===== src/rtl/lcd_controller.sv =====
// rtl/lcd_controller.sv - HD44780 write-only controller with power-on init and four-phase host handshake
module lcd_controller #(
    parameter int SETUP_CYCLES      = 4,
    parameter int PULSE_CYCLES      = 13,
    parameter int HOLD_CYCLES       = 2,
    parameter int SHORT_WAIT_CYCLES = 2000,
    parameter int LONG_WAIT_CYCLES  = 80000,
    parameter int POWERON_CYCLES    = 1000000
) (
    input  logic       clk,
    input  logic       rst,
    input  logic [7:0] ctrl_data,
    input  logic       ctrl_data_is_cmd,
    input  logic       ctrl_data_req,
    output logic       ctrl_data_ack,
    output logic       lcd_e,
    output logic       lcd_rs,
    output logic       lcd_rw,
    output logic [7:0] lcd_data,
    output logic       init_done
);

    function automatic int max2(input int a, input int b);
        return (a > b) ? a : b;
    endfunction

    localparam int MAX_CYCLES = max2(max2(max2(SETUP_CYCLES, PULSE_CYCLES), max2(HOLD_CYCLES, SHORT_WAIT_CYCLES)),
                                     max2(LONG_WAIT_CYCLES, POWERON_CYCLES));
    localparam int CW = (MAX_CYCLES < 2) ? 1 : $clog2(MAX_CYCLES + 1);

    // Counter is loaded with N-1 so a phase of N cycles ends on the edge that sees zero.
    localparam logic [CW-1:0] SETUP_LOAD   = CW'(SETUP_CYCLES - 1);
    localparam logic [CW-1:0] PULSE_LOAD   = CW'(PULSE_CYCLES - 1);
    localparam logic [CW-1:0] HOLD_LOAD    = CW'(HOLD_CYCLES - 1);
    localparam logic [CW-1:0] SHORT_LOAD   = CW'(SHORT_WAIT_CYCLES - 1);
    localparam logic [CW-1:0] LONG_LOAD    = CW'(LONG_WAIT_CYCLES - 1);
    localparam logic [CW-1:0] POWERON_LOAD = CW'(POWERON_CYCLES - 1);

    typedef enum logic [2:0] {
        POWER_WAIT,
        SETUP,
        PULSE,
        HOLD,
        EXEC_WAIT,
        ACK,
        IDLE
    } state_t;

    state_t        state_q, state_d;
    logic [CW-1:0] cnt_q, cnt_d;
    logic          e_q, e_d;
    logic          rs_q, rs_d;
    logic [7:0]    data_q, data_d;
    logic          ack_q, ack_d;
    logic          done_q, done_d;
    logic [1:0]    idx_q, idx_d;
    logic          cnt_zero;
    logic          long_wait;

    function automatic logic [7:0] init_byte(input logic [1:0] idx);
        case (idx)
            2'd0:    return 8'h38;
            2'd1:    return 8'h0C;
            2'd2:    return 8'h01;
            default: return 8'h06;
        endcase
    endfunction

    assign cnt_zero  = (cnt_q == '0);
    // Clear (0x01) and return-home (0x02/0x03) need the long execution delay.
    assign long_wait = !rs_q && (data_q[7:2] == 6'b0) && (data_q[1:0] != 2'b0);

    always_ff @(posedge clk or posedge rst) begin
        if (rst) begin
            state_q <= POWER_WAIT;
            cnt_q   <= POWERON_LOAD;
            e_q     <= 1'b0;
            rs_q    <= 1'b0;
            data_q  <= 8'h00;
            ack_q   <= 1'b0;
            done_q  <= 1'b0;
            idx_q   <= 2'd0;
        end else begin
            state_q <= state_d;
            cnt_q   <= cnt_d;
            e_q     <= e_d;
            rs_q    <= rs_d;
            data_q  <= data_d;
            ack_q   <= ack_d;
            done_q  <= done_d;
            idx_q   <= idx_d;
        end
    end

    always_comb begin
        state_d = state_q;
        cnt_d   = cnt_zero ? cnt_q : cnt_q - CW'(1);
        e_d     = e_q;
        rs_d    = rs_q;
        data_d  = data_q;
        ack_d   = ack_q;
        done_d  = done_q;
        idx_d   = idx_q;

        case (state_q)
            POWER_WAIT: begin
                if (cnt_zero) begin
                    state_d = SETUP;
                    cnt_d   = SETUP_LOAD;
                    rs_d    = 1'b0;
                    data_d  = init_byte(idx_q);
                end
            end
            SETUP: begin
                if (cnt_zero) begin
                    state_d = PULSE;
                    cnt_d   = PULSE_LOAD;
                    e_d     = 1'b1;
                end
            end
            PULSE: begin
                if (cnt_zero) begin
                    state_d = HOLD;
                    cnt_d   = HOLD_LOAD;
                    e_d     = 1'b0;
                end
            end
            HOLD: begin
                if (cnt_zero) begin
                    state_d = EXEC_WAIT;
                    cnt_d   = long_wait ? LONG_LOAD : SHORT_LOAD;
                end
            end
            EXEC_WAIT: begin
                if (cnt_zero) begin
                    if (done_q) begin
                        state_d = ACK;
                        ack_d   = 1'b1;
                    end else if (idx_q == 2'd3) begin
                        state_d = IDLE;
                        done_d  = 1'b1;
                    end else begin
                        state_d = SETUP;
                        cnt_d   = SETUP_LOAD;
                        idx_d   = idx_q + 2'd1;
                        rs_d    = 1'b0;
                        data_d  = init_byte(idx_q + 2'd1);
                    end
                end
            end
            ACK: begin
                if (!ctrl_data_req) begin
                    state_d = IDLE;
                    ack_d   = 1'b0;
                end
            end
            IDLE: begin
                if (ctrl_data_req && !ack_q) begin
                    state_d = SETUP;
                    cnt_d   = SETUP_LOAD;
                    rs_d    = ~ctrl_data_is_cmd;
                    data_d  = ctrl_data;
                end
            end
            default: begin
                state_d = POWER_WAIT;
            end
        endcase
    end

    assign ctrl_data_ack = ack_q;
    assign lcd_e         = e_q;
    assign lcd_rs        = rs_q;
    assign lcd_rw        = 1'b0;
    assign lcd_data      = data_q;
    assign init_done     = done_q;

endmodule


===== config.mk =====
export PLATFORM = sky130hd
export DESIGN_NAME = lcd_controller
export DESIGN_NICKNAME = d
export VERILOG_FILES = /design/src/rtl/lcd_controller.sv
export SDC_FILE = /design/constraint.sdc
export NUM_CORES = 1
export LEC_CHECK = 0
export ABC_AREA = 1
export ABC_CLOCK_PERIOD_IN_PS = 5550
export CELL_PAD_IN_SITES_DETAIL_PLACEMENT = 1
export CELL_PAD_IN_SITES_GLOBAL_PLACEMENT = 2
export CORE_MARGIN = 5
export CORE_UTILIZATION = 36
export CTS_CLUSTER_DIAMETER = 50
export DETAILED_ROUTE_END_ITERATION = 7
export MAX_ROUTING_LAYER = met4
export PLACE_DENSITY = 0.95
export SLEW_MARGIN = 20
export SYNTH_ARGS = -nofsm -noshare
export SYNTH_HDL_FRONTEND = slang
export SYNTH_SLANG_ARGS = --single-unit

===== constraint.sdc =====
create_clock -name clk -period 5.55 [get_ports clk]
set_input_delay 0.555 -clock clk [delete_from_list [all_inputs] [get_ports clk]]
set_output_delay 0.555 -clock clk [all_outputs]
set_load 0.1 [all_outputs]

==> results of run 1 <==
[layout make-up]
| cell class | count | area [um^2] | area share |
|---|---|---|---|
| inverter | 47 | 180.2 | 0.05897 |
| tap | 99 | 123.9 | 0.04054 |
| clock buffer | 5 | 68.82 | 0.02252 |
| multi-input combinational | 259 | 1439 | 0.4709 |
| clock inverter | 3 | 65.06 | 0.02129 |
| timing repair buffer | 24 | 237.7 | 0.07781 |
| sequential | 37 | 940.9 | 0.3079 |
[cells by family (layout without fill, tap and decap cells)]
family | count (synthesis) | count (layout) | synth area share
other | 1 | 1 | 0.001422
AND/OR/NAND/NOR | 179 | 179 | 0.3189
XOR/XNOR | 14 | 14 | 0.04651
buffers and inverters | 54 | 79 | 0.09729
adder cells (fa/ha/maj) | 11 | 11 | 0.05221
AO/OA/AOI/OAI | 54 | 54 | 0.1267
flip-flops | 37 | 37 | 0.3569
[how the worst max path moves through the flow]
stage | from | endpoint | slack (ns) | depth (start not counted)
after floorplan | ctrl_data_ack$_DFFE_PP0P_ | lcd_data[3]$_DFFE_PP0P_ | 3.55 | 10
after global placement | cnt_q[0]$_DFF_PP1_ | cnt_q[0]$_DFF_PP1_ | 3.24 | 11
after detailed placement | cnt_q[0]$_DFF_PP1_ | cnt_q[0]$_DFF_PP1_ | 3.07 | 11
after CTS | cnt_q[0]$_DFF_PP1_ | cnt_q[8]$_DFF_PP0_ | 3.06 | 13
after global routing | cnt_q[0]$_DFF_PP1_ | cnt_q[8]$_DFF_PP0_ | 2.74 | 13
final | cnt_q[0]$_DFF_PP1_ | cnt_q[0]$_DFF_PP1_ | 3.08 | 11
[cells in the mapped netlist, drive strengths merged]
cell type  instances
o221ai             1
o22ai              1
buf                7
a221oi             1
nor2              60
o21ai             33
nor3               8
xor2              12
inv               45
a21o               1
a211oi             1
nand4              5
a22oi              1
dfstp             12
ha                11
nand2             82
dfrtp             25
conb               1
o31ai              2
xnor2              2
nand3             23
nand3b             1
a21oi             13
clkinv             2
[sequential cells by signal (all words and copies together) (netlist names)]
register	cells
cnt_q	20
lcd_rs	1
ctrl_data_ack	1
lcd_e	1
init_done	1
state_q	3
lcd_data	8
idx_q	2
[critical path, delay by kind of cell, from the launching register on]
family	cells	cell delay, ns
buf+inv	1	0.16
simple gates	6	0.96
compound gates	2	0.16
flops	1	0.38
fa+ha+maj	2	0.73
[power breakdown]
part | leakage (nW) | switching (mW) | total [mW] | internal [mW]
combinational | 0.918 | 0.828 | 1.19 | 0.365
clock | 0.0681 | 0.104 | 0.282 | 0.179
sequential | 0.457 | 0.113 | 0.514 | 0.401
[through the flow]
step	power, mW	cell area, um^2	hold slack, ns	worst slack [ns]
final	1.989	3055	0.5107	3.078
after CTS	2.009	3055	0.5040	3.055
after detailed placement	1.718	2922	0.4842	3.070
after global placement	1.684	2922	0.4668	3.242
after floorplan	1.463	2636	0.5408	3.555
after global routing	2.162	3055	0.5393	2.743
[layer usage]
layer  up-vias  wire length, um  track usage
met3        12              160      0.02999
li1       1160                -            -
met2        36             3516       0.2988
met5         -                0            -
met1      1100             3139       0.2071
met4         0              129      0.05569
[layout by cell type (no fill, tap or decap), types with 3 or more instances in the layout]
cell type / n
a21oi_1: 12
o21ai_2: 7
dfstp_2: 12
nor2_1: 49
ha_1: 11
nor3_1: 7
xor2_1: 12
nand2_2: 6
o21ai_0: 23
nand4_1: 5
inv_1: 41
nor2_2: 7
nor2_4: 3
clkdlybuf4s50_1: 23
clkbuf_8: 5
inv_2: 3
nand3_1: 20
nand2_1: 74
o21ai_1: 3
dfrtp_1: 25
==> results by group, run 1 <==
Final layout
  • Fill cells: 892
  • Non-filler cells, final: 474
  • Fin nets: 397
  • N_diodes: 0
  • Layout Area Growth over Synthesis: 15.90%
  • Fin util: 0.4258
  • Layout cells sized above 1: 0.1547

Placed design
  • Port Buffer Count: 23
  • DP HPWL: roughly 5.6 mm
  • DP Cell Count: approximately 470
  • Gpl congestion: roughly 0.86

Detailed routing
  • Drt pass-1 iters: 4
  • Wire per inst: approximately 15 um
  • Vias per cell: between 4 and 5
  • Via count: approximately 2.3k
  • DRC viols: 0
  • Final wirelength: slightly below 7 mm
  • DRT iter0 DRCs: between 50 and 60
  • Antenna Nets Post-Route: 0

Yosys
  • Top post-synthesis cells by area: dfrtp_1 24%, dfstp_2 12%, nand2_1 11%
  • Synthesized net count: around 370
  • Distinct cell type count after synthesis: 40
  • Seq/Total Area, Yosys: 0.3569
  • Yosys warns: 0
  • Largest area contributor in the netlist: dfrtp_1
  • Syn Inst Count: 350
  • Share of the synthesized area in the top cell type: 0.2373
  • Synth Cell Area: 2636 um^2
  • Syn avg cell area: roughly 7.5 um^2
  • Synth Register Bits: 37

Global routing
  • Global route total overflow: 0
  • Vias in the first global route: around 2.5k
  • First-pass GRT wire length: between 10 and 15 mm
  • GR Util All Layers: 0.1742
  • Largest net degree at the start of global routing: 38
  • Initial antenna violation count: 0

Status
  • Status: completed

Clock network
  • Root Driver: clkbuf_8
  • Quantity of gates resized following cts: 0
  • Reg clk slew, reported paths: ~0.08 ns
  • CTS tree: done
  • CTS sink cnt: 37
  • Worst-Skew Late Latency: ~0.29 ns
  • CTS HTree Levels: 2
  • Total CTS buffers: 5
  • CTS max path bufs: 2
  • Number of setup buffers added after CTS: 0
  • Post-CTS Hold Fix Bufs: 0

Critical path
  • Crit path kind: reg -> reg
  • Crit path cell chain: inv_1 > ha_1 > nand2_1 > nor2_1 > nand3_2 > ha_1 > nor2_1 > a21oi_1 > nand4_1 > nor2_1 > a21oi_1
  • Worst reg2reg setup slack: between 3 and 4 ns
  • Reg2reg path depth: 11
  • Worst EP required: 5.77 ns
  • Crit-path most repeated cell: nor2_1
  • Crit Reg-Reg Startpoint: cnt_q[0]$_DFF_PP1_
  • WP data arrival: roughly 2.7 ns
  • Worst Setup End Kind: flip-flop
  • Reg-to-Reg End: cnt_q[0]$_DFF_PP1_
  • Startpoint types: flip-flop
  • Crit path largest cell delay: between 0.5 and 0.6 ns
  • Slowest cell on crit path: ha_1
  • Peak fanout along the critical path: 21

Timing
  • Final setup fails: 0
  • TNS Setup: 0 ns
  • Fmax: 0.4045 GHz
  • Minimum clock period: between 2 and 2.5 ns
  • Final Cycle Share: 0.4454
  • Clock skew: around 0.0047 ns
  • Fin. max-slew vios: 0
  • Rel. slew slack: 0.3509
  • Final Hold Fails: 0
  • Slew @ Worst Pin: between 0.9 and 1 ns
  • Unrepaired setup endpoints after global routing: false

Floorplan
  • Total core area: 7176 um^2
  • Die X-Extent: about 96 um
  • # rows: 31
  • Initial Util: 0.3674
  • Die ar.: roughly 9100 um^2
  • Number of I/O pins: 25
  • Die Y: between 90 and 100 um

Worst hold path
  • Hold Startpoint: lcd_e$_DFFE_PP0P_
  • Hold depth: 2
  • Hold Path Class: reg -> reg
  • Worst Hold Path EP: lcd_e$_DFFE_PP0P_

Power and ir drop
  • Cell area power density: about 650 nW/um^2
  • Peak VDD IR: 0.3586 mV
  • Leakage: about 1.4 nW

Job
  • Max Cap Violations: 0
No activity file was read; power rests on OpenSTA's default activity.
==> run 2: changes to the inputs <==
--- a/config.mk
+++ b/config.mk
@@ -6,15 +6,15 @@
 export NUM_CORES = 1
 export LEC_CHECK = 0
 export ABC_AREA = 1
-export ABC_CLOCK_PERIOD_IN_PS = 5550
+export ABC_CLOCK_PERIOD_IN_PS = 2000
 export CELL_PAD_IN_SITES_DETAIL_PLACEMENT = 1
 export CELL_PAD_IN_SITES_GLOBAL_PLACEMENT = 2
 export CORE_MARGIN = 5
-export CORE_UTILIZATION = 36
+export CORE_UTILIZATION = 30
 export CTS_CLUSTER_DIAMETER = 50
 export DETAILED_ROUTE_END_ITERATION = 7
 export MAX_ROUTING_LAYER = met4
-export PLACE_DENSITY = 0.95
+export PLACE_DENSITY = 0.87
 export SLEW_MARGIN = 20
 export SYNTH_ARGS = -nofsm -noshare
 export SYNTH_HDL_FRONTEND = slang
==> constraint.sdc (replaced) <==
create_clock -name clk -period 2 [get_ports clk]
set_input_delay 0.2 -clock clk [delete_from_list [all_inputs] [get_ports clk]]
set_output_delay 0.2 -clock clk [all_outputs]
set_load 0.1 [all_outputs]
==> run 2 against run 1 <==
  * Utilization decreased by 5.3 points
  * Largest power group unchanged
  * Clock skew barely moved
  * Clock power increased by 86%
  * Die area rose by 18%
  * Cell area rose by 5.3%
  * Via count is 4.5% higher
  * Highest routed layer unchanged
==> results by group, run 2 (synthesis results as in run 1) <==
Status
  • Status: completed

Clock network
  • CTS HTree Levels: 2 (unchanged)
  • Worst-Skew Late Latency: 0.30 ns (about the same)
  • CTS max path bufs: 2 (unchanged)
  • Total CTS buffers: 5 (unchanged)
  • Reg clk slew, reported paths: 0.08 ns (about the same)
  • Root Driver: clkbuf_8
  • CTS sink cnt: 37 (unchanged)
  • CTS tree: done

Final layout
  • Fill cells: 1093 (+23%)
  • Max FFs per register: 20 (unchanged)
  • Biggest register: cnt_q
  • Layout cells sized above 1: 0.2594 (+0.1047)
  • Design area: 3217 um^2 (+5.3%)
  • Fin nets: 423 (+6.5%)
  • Leading cell types in the layout, fill and taps excluded: 72 x nand2_1, 44 x nor2_1, 41 x inv_1
  • Reg area: 942.2 um^2 (+0.13%)
  • Commonest non-fill, non-tap cell in the layout: nand2_1
  • N_diodes: 0 (unchanged)
  • Layout Area Growth over Synthesis: 22.02%
  • Fin util: 0.3725 (-0.05330)
  • Multi-input logic area: 1474 um^2 (+2.4%)

Timing
  • Slew @ Worst Pin: 0.5070 ns (-0.4637 ns)
  • Final setup fails: 0 (unchanged)
  • Final Hold Fails: 0 (unchanged)
  • Final Cycle Share: 0.9429 (+0.4975)
  • Rel. slew slack: 0.6620 (+0.3111)
  • Fin. max-slew vios: 0 (unchanged)
  • Fmax: 0.5303 GHz (+31%)
  • Minimum clock period: 1.886 ns (-0.5862 ns)
  • Clock skew: 0.004771 ns (+0.00003411 ns)

Critical path
  • WP data arrival: 2.10 ns (-0.60 ns)
  • Reg2reg path depth: 12 (+1)
  • Startpoint types: flip-flop
  • Worst reg2reg setup slack: 0.11 ns (-2.96 ns)
  • Peak fanout along the critical path: 9 (-57%)
  • Crit Reg-Reg Startpoint: cnt_q[0]$_DFF_PP1_
  • Worst Setup End Kind: flip-flop
  • Worst EP required: 2.22 ns (-3.55 ns)
  • Critical path destination: cnt_q[5]$_DFF_PP1_
  • Reg-to-Reg End: cnt_q[5]$_DFF_PP1_
  • Setup crit start: cnt_q[0]$_DFF_PP1_
  • Crit path kind: reg -> reg

Floorplan
  • Die X-Extent: 103.7 um (+8.5%)
  • Initial Util: 0.3053 (-0.06212)
  • Total core area: 8636 um^2 (+20%)
  • Die Y: 103.7 um (+8.5%)
  • # rows: 34 (+9.7%)
  • Die ar.: 10760 um^2 (+18%)
  • Number of I/O pins: 25 (unchanged)

Detailed routing
  • Via count: 2412 (+4.5%)
  • Vias per cell: 4.739 (-2.7%)
  • Final wirelength: 7.419 mm (+6.8%)
  • DRT iter0 DRCs: 62 (+5.1%)
  • DRC viols: 0 (unchanged)
  • Drt pass-1 iters: 4 (unchanged)
  • Wire per inst: 14.58 um (-0.53%)
  • Antenna Nets Post-Route: 0 (unchanged)

Placed design
  • Port Buffer Count: 23 (unchanged)
  • DP HPWL: 6.011 mm (+8.2%)
  • Gpl congestion: 0.8394 (-2.6%)
  • Placed inst area: 3068 um^2 (+5.0%)

Power and ir drop
  • Cell area power density: 1746 nW/um^2 (+170%)
  • Leakage: 1.564 nW (+8.4%)
  • Peak VDD IR: 0.9804 mV (+170%)

Global routing
  • Global route total overflow: 0 (unchanged)
  • GR Util met2: 0.2532 (-0.04560)
  • First-pass GRT wire length: 12.79 mm (+7.3%)
  • GR Util All Layers: 0.1479 (-0.02628)
  • GRT met3 Usage: 0.02612 (-0.003873)
  • Initial antenna violation count: 0 (unchanged)
  • GR peak layer: met2
  • Vias in the first global route: 2684 (+7.7%)
  • Largest net degree at the start of global routing: 38 (unchanged)
  • Met1 Usage GRT: 0.1771 (-0.03004)

Worst hold path
  • Hold Path Class: in -> async

Job
  • Max Cap Violations: 0 (unchanged)
[run 2: cell count changes in the layout (fill, tap and decap cells not counted), sizes merged]
| cell | before | now |
|---|---|---|
| clkdlybuf4s50 | 23 | 11 |
| bufinv | 2 | 0 |
| clkbuf | 5 | 6 |
| buf | 1 | 39 |
| clkinv | 3 | 4 |
[run 2: layout make-up]
cell class / instances / share of cell area
Multi-Input combinational cell: 259 / 0.4582
Sequential cell: 37 / 0.2929
Timing Repair Buffer: 50 / 0.1252
Inverter: 47 / 0.05601
Tap cell: 108 / 0.04201
Clock buffer: 6 / 0.02256
Clock inverter: 2 / 0.003112
[run 2: metal layers]
metal / up-vias / share of wire
li1: 1209 / -
met1: 1164 / 0.46
met2: 29 / 0.50
met3: 10 / 0.020
met4: 0 / 0.020
met5: - / 0
[run 2: through the flow]
step           total power [mW]  TNS (ns)  hold slack (ns)  instances  setup WS (ns)
2_1_floorplan             4.060         0           0.3562        350       0.004705
3_3_place_gp              4.946         0           0.4713        497        0.06720
3_5_place_dp              5.049  -0.08377           0.4944        497       -0.06422
4_1_cts                   5.637         0           0.3466        505        0.02218
5_1_grt                   6.164  -0.05376           0.3709        509       -0.05376
6_report                  5.617         0           0.3224        509         0.1143
[run 2: power by group]
part,internal (mW),switching (mW)
Clock,0.242,0.284
Sequential,1.12,0.316
Combinational,1.24,2.42
[run 2: worst min-delay path by stage]
stage / startpoint / endpoint / slack, ns / cells past startpoint
2_1_floorplan: ctrl_data[6] / lcd_data[6]$_DFFE_PP0P_ / 0.36 / 2
3_3_place_gp: lcd_e$_DFFE_PP0P_ / lcd_e$_DFFE_PP0P_ / 0.47 / 2
3_5_place_dp: lcd_e$_DFFE_PP0P_ / lcd_e$_DFFE_PP0P_ / 0.49 / 2
4_1_cts: rst / cnt_q[6]$_DFF_PP0_ / 0.35 / 3
5_1_grt: rst / cnt_q[13]$_DFF_PP0_ / 0.37 / 3
6_report: rst / cnt_q[6]$_DFF_PP0_ / 0.32 / 3
[run 2: worst max-delay path, cell delays in order (launching register included)]
cell	delay [ns]
dfstp_2	0.55
inv_1	0.06
ha_1	0.21
nand2_1	0.09
nor2_2	0.05
nand3_4	0.10
buf_4	0.18
nor2_1	0.06
inv_1	0.09
nand2_1	0.08
nand2_2	0.13
nor2_4	0.05
a21oi_1	0.16
[run 2: what timing repair did]
action                                  in CTS  in global routing
endpoints found under the setup margin       7                 19
gates resized for setup                      2                  9
hold buffers                                 0                  0
setup buffers                                0                  4
pin swaps                                    0                  2
